==> config.mk <==
export PLATFORM = sky130hd
export DESIGN_NAME = edge_window_counter
export DESIGN_NICKNAME = d
export VERILOG_FILES = /design/src/rtl/edge_window_pkg.sv /design/src/rtl/edge_window_counter_rise_detect.sv /design/src/rtl/edge_window_counter.sv
export SDC_FILE = /design/constraint.sdc
export NUM_CORES = 1
export LEC_CHECK = 0
export ABC_CLOCK_PERIOD_IN_PS = 1800
export CORE_AREA = 3 3 66 68
export DETAILED_ROUTE_END_ITERATION = 16
export DIE_AREA = 0 0 69 71
export GPL_TIMING_DRIVEN = 0
export PLACE_DENSITY_LB_ADDON = 0.12
export SLEW_MARGIN = 10
export SYNTH_ARGS = -nofsm -noshare
export SYNTH_HDL_FRONTEND = slang
export SYNTH_SLANG_ARGS = --single-unit
==> constraint.sdc <==
create_clock -name CLK -period 1.8 [get_ports CLK]
set_input_delay 0.36 -clock CLK [delete_from_list [all_inputs] [get_ports CLK]]
set_output_delay 0.36 -clock CLK [all_outputs]
set_load 0.1 [all_outputs]
==> src/rtl/edge_window_pkg.sv <==
// Shared types and constants for the edge window measurement block.
// Holds the FSM state encoding, default widths and the count saturation helper.
package edge_window_pkg;

  typedef enum logic [1:0] {
    ST_IDLE  = 2'd0,
    ST_COUNT = 2'd1,
    ST_DONE  = 2'd2
  } state_t;

  localparam int CW_DEF = 8;
  localparam int WW_DEF = 8;

  // Largest value a cw-bit counter can hold; the count sticks here.
  function automatic int unsigned sat_limit(input int unsigned cw);
    return (32'd1 << cw) - 32'd1;
  endfunction

endpackage

==> src/rtl/edge_window_counter_rise_detect.sv <==
// Level-to-pulse converter: one-cycle pulse on each rising edge of a
// CLK-synchronous level. Reusable wherever such a conversion is needed.
module rise_detect (
  input  logic CLK,
  input  logic RES,
  input  logic level,
  output logic pulse
);

  logic level_q;

  always_ff @(posedge CLK or negedge RES) begin
    if (!RES) level_q <= 1'b0;
    else      level_q <= level;
  end

  assign pulse = level & ~level_q;

endmodule

==> src/rtl/edge_window_counter.sv <==
// Counts rising edges of TICK_IN over a WIN-cycle window and reports the
// result through a DONE/ACK handshake; used to verify a divider's N in-system.
module edge_window_counter
  import edge_window_pkg::*;
#(
  parameter int CW = CW_DEF,
  parameter int WW = WW_DEF
) (
  input  logic          CLK,
  input  logic          RES,
  input  logic          START,
  input  logic [WW-1:0] WIN,
  input  logic          TICK_IN,
  input  logic          ACK,
  output logic [CW-1:0] COUNT,
  output logic          BUSY,
  output logic          DONE,
  output logic          OVF,
  output logic [1:0]    dbg_state
);

  localparam logic [CW-1:0] SAT = CW'(sat_limit(CW));

  state_t        state_q, state_d;
  logic [WW-1:0] wcnt_q, wcnt_d;
  logic [CW-1:0] count_q, count_d;
  logic          ovf_q, ovf_d;
  logic          edge_pulse;

  rise_detect u_rise (
    .CLK   (CLK),
    .RES   (RES),
    .level (TICK_IN),
    .pulse (edge_pulse)
  );

  always_ff @(posedge CLK or negedge RES) begin
    if (!RES) begin
      state_q <= ST_IDLE;
      wcnt_q  <= '0;
      count_q <= '0;
      ovf_q   <= 1'b0;
    end else begin
      state_q <= state_d;
      wcnt_q  <= wcnt_d;
      count_q <= count_d;
      ovf_q   <= ovf_d;
    end
  end

  // Handshake: START is accepted only in IDLE. The result is offered with
  // DONE=1 and stays stable until ACK is seen in DONE; ACK elsewhere and
  // START outside IDLE (even alongside ACK) are dropped.
  always_comb begin
    state_d = state_q;
    wcnt_d  = wcnt_q;
    count_d = count_q;
    ovf_d   = ovf_q;
    unique case (state_q)
      ST_IDLE: begin
        if (START) begin
          count_d = '0;
          ovf_d   = 1'b0;
          if (WIN != '0) begin
            wcnt_d  = WIN;
            state_d = ST_COUNT;
          end else begin
            state_d = ST_DONE;
          end
        end
      end
      ST_COUNT: begin
        if (edge_pulse) begin
          if (count_q == SAT) ovf_d   = 1'b1;
          else                count_d = count_q + CW'(1);
        end
        wcnt_d = wcnt_q - WW'(1);
        if (wcnt_q == WW'(1)) state_d = ST_DONE;
      end
      ST_DONE: begin
        if (ACK) state_d = ST_IDLE;
      end
      default: state_d = ST_IDLE;
    endcase
  end

  assign COUNT     = count_q;
  assign OVF       = ovf_q;
  assign BUSY      = (state_q == ST_COUNT);
  assign DONE      = (state_q == ST_DONE);
  assign dbg_state = state_q;

endmodule

==> qor.txt <==
DP Cell Count - 195
Count of antenna diodes in the layout - 0
Reg power frac - 32.1%
Max Cap Violations - 0
Clock tree root driver cell - clkbuf_8
Largest net degree at the start of global routing - 21
Clock latency at the later pin of the worst-skew pair - 0.26 ns
Via density - 5.31
Switch Pwr - 1270 uW
Largest area contributor in the synthesized netlist - dfrtp_1
Leakage power - 0.000654 uW
Clock transition time at the flip-flop clock pins of the worst setup and hold paths - 0.08 ns
Final wirelength - 3.00 mm
Number of antenna violations at the first check in global routing - 0
Share of power burned in the clock network - 13.9%
Total power per unit cell area - 1570 mW/mm2
H-tree Lvls - 1
Fraction of power spent switching nets - 50.2%
Fin nets - 168
Critical Path Source Type - input port
Sequential fraction of the synthesis area - 43.6%
Global-route wire length before repair - 4.97 mm
Actual transition at the worst max-transition pin - 0.919 ns
Final Core Density - 41.2%
CTS tree - built
Total congestion overflow after global routing - 0
Die extent in y - 71 um
X dimension of the die - 69 um
Net count of the mapped netlist - 136
First drt pass iteration count - 4
Area Growth Syn to Fin - 40.7%
Hold-fix buffers at CTS - 0
Final GP Congestion - 0.836
Outcome - completed
Mean instance size in the synthesized netlist - 9.56 um2
Async set or reset register ratio after synthesis - 100%
Highest Clock Rate - 564 MHz
Number of input and output port buffers inserted - 25
Setup clock skew after layout - 0.00525 ns
Final critical delay including setup and external delays - 1.77 ns
Main synth FF type - dfrtp_1
Finished layout cell area - 0.00161 mm2
Iter 0 DRT Violations - 73
Final setup violation count - 0
Critical Path AT - 1.96 ns
HPWL reported at the end of detailed placement - 2.21 mm
Commonest cells in the synthesized netlist - dfrtp_1, nor2_1, a21oi_1
Post-Place Worst Slack - -0.575 ns
Vias - 1067
Deepest clock path buffer count - 2
Via count of the first global-routing pass - 1067
Initial cell density of the core - 29.3%
Gate power share - 54.0%
Min setup slack post-route - 0.0264 ns
Area share of the largest cell type after synthesis - 43.6%
Total power of the final layout - 2540 uW
Most frequent cell after synthesis - dfrtp_1
Ratio of cells with drive above 1 in the final layout - 29.8%
Per-cell routed wire length - 14.9 um
Number of sinks handled by clock tree synthesis - 20
Number of pins exceeding their max-slew limit in the final report - 0
Critical path start-end classification - in2reg
Detailed-route DRC error count - 0
Worst-case vdd ir drop - 0.000522 V
Worst Hold Class - in2reg
Routed Antenna Nets - 0
Final standard cell count with taps included and fillers excluded - 201
Number of rows created at floorplan - 23
Peak fanout along the critical path - 2
Post-synth EDFFs - 0
Synthesized area - 0.00115 mm2
Final hold violation count - 0
Number of clock buffers inserted by TritonCTS - 3
Distinct cell type count of the synthesized netlist - 41
Headroom to the max-slew limit - 38.5%
Core box area - 0.00391 mm2
Internal cell power - 1270 uW
Yosys synthesis warning count - 0
Crit. End Element - flip-flop
Post-synthesis register bit count - 20
Placed standard-cell area - 0.00149 mm2
Synthesized netlist cell count - 120
Leading post-synthesis cells by cell area - dfrtp_1, nor2_1, a21oi_1
Die Footprint - 0.00490 mm2
Final period utilization - 98.5%
Number of placed I/O pins - 26
Required time at the endpoint of the critical path - 1.99 ns
Overall Global Routing Usage - 12.5%
cell usage in the layout, fill, tap and decap left out, types with 4 or more instances in the layout:
cell | synthesis | layout
a21oi_1 | 8 | 7
clkbuf_8 | 0 | 4
clkdlybuf4s15_2 | 0 | 11
clkdlybuf4s50_1 | 0 | 8
dfrtp_1 | 20 | 10
dfrtp_2 | 0 | 6
dfrtp_4 | 0 | 4
inv_1 | 4 | 4
nand2_1 | 7 | 7
nand3_1 | 4 | 4
nor2_1 | 14 | 13
o21ai_0 | 7 | 7
repair_timing:
| action | 4_1_cts | 5_1_grt |
|---|---|---|
| endpoints found under the setup margin | 17 | 8 |
| cloned | 0 | 0 |
| setup buffers | 1 | 1 |
| pin swaps | 4 | 2 |
| gates resized for setup | 52 | 5 |
registers in the layout, indices dropped and copies added (netlist names):
name	flops
wcnt_q	8
dbg_state	2
COUNT	8
u_rise.level_q	1
OVF	1
critical path: stages:
cell	delay, ns
clkdlybuf4s50_1	0.44
or4_4	0.55
o21ai_4	0.17
mux2_4	0.32
a21oi_2	0.12
area by class of cell:
class / count / area [um2]
Tap cell: 50 / 62.6
Inverter: 5 / 21.3
Clock buffer: 4 / 55.1
Sequential cell: 20 / 523
Multi-Input combinational cell: 93 / 648
Buffer: 2 / 22.5
Timing Repair Buffer: 27 / 282
Fill cell: 413 / 2300
metal layers:
| metal | GRT usage, % | wire length [um] |
|---|---|---|
| met4 | 4.56 | 36 |
| met3 | 2.13 | 115 |
| met2 | 21.0 | 1450 |
| met1 | 16.2 | 1400 |
| met5 | 0 | 0 |
through the flow:
| step | hold WS (ns) | setup TNS (ns) |
|---|---|---|
| CTS | 0.515 | 0 |
| finish | 0.489 | 0 |
| global placement | 0.492 | -4.45 |
| floorplan | 0.0644 | 0 |
| detailed placement | 0.493 | -4.59 |
| global route | 0.541 | -0.00864 |
logic make-up after synthesis:
logic type      share of synthesized area (%)
fa+ha+maj                                3.27
mux                                      2.84
compound gates                           21.2
flops                                    43.6
buf+inv                                  3.27
simple gates                             24.3
xor+xnor                                 1.53
power by group through the flow:
| stage | registers, uW | logic, uW | clock network, uW |
|---|---|---|---|
| after floorplan | 1180 | 633 | 0 |
| after global placement | 814 | 1340 | 0 |
| after global routing | 844 | 1470 | 384 |
| final | 817 | 1370 | 353 |
| after CTS | 813 | 1370 | 365 |
| after detailed placement | 816 | 1350 | 0 |
path summary, 6_finish.rpt:
| kind | start | end | slack, ns | depth (start not counted) |
|---|---|---|---|---|
| hold reg to reg | OVF$_DFFE_PN0P_ | OVF$_DFFE_PN0P_ | 0.50 | 2 |
| hold / removal | WIN[5] | wcnt_q[5]$_DFFE_PN0P_ | 0.49 | 4 |
| setup reg to reg | COUNT[0]$_DFFE_PN0P_ | COUNT[7]$_DFFE_PN0P_ | 0.09 | 5 |
| max in group asynchronous | RES | dbg_state[0]$_DFFE_PN0P_ | 0.52 | 1 |
| setup / recovery | WIN[0] | wcnt_q[0]$_DFFE_PN0P_ | 0.03 | 5 |
| min in group asynchronous | RES | COUNT[3]$_DFFE_PN0P_ | 0.61 | 1 |
(Power assumes the default switching activity.)
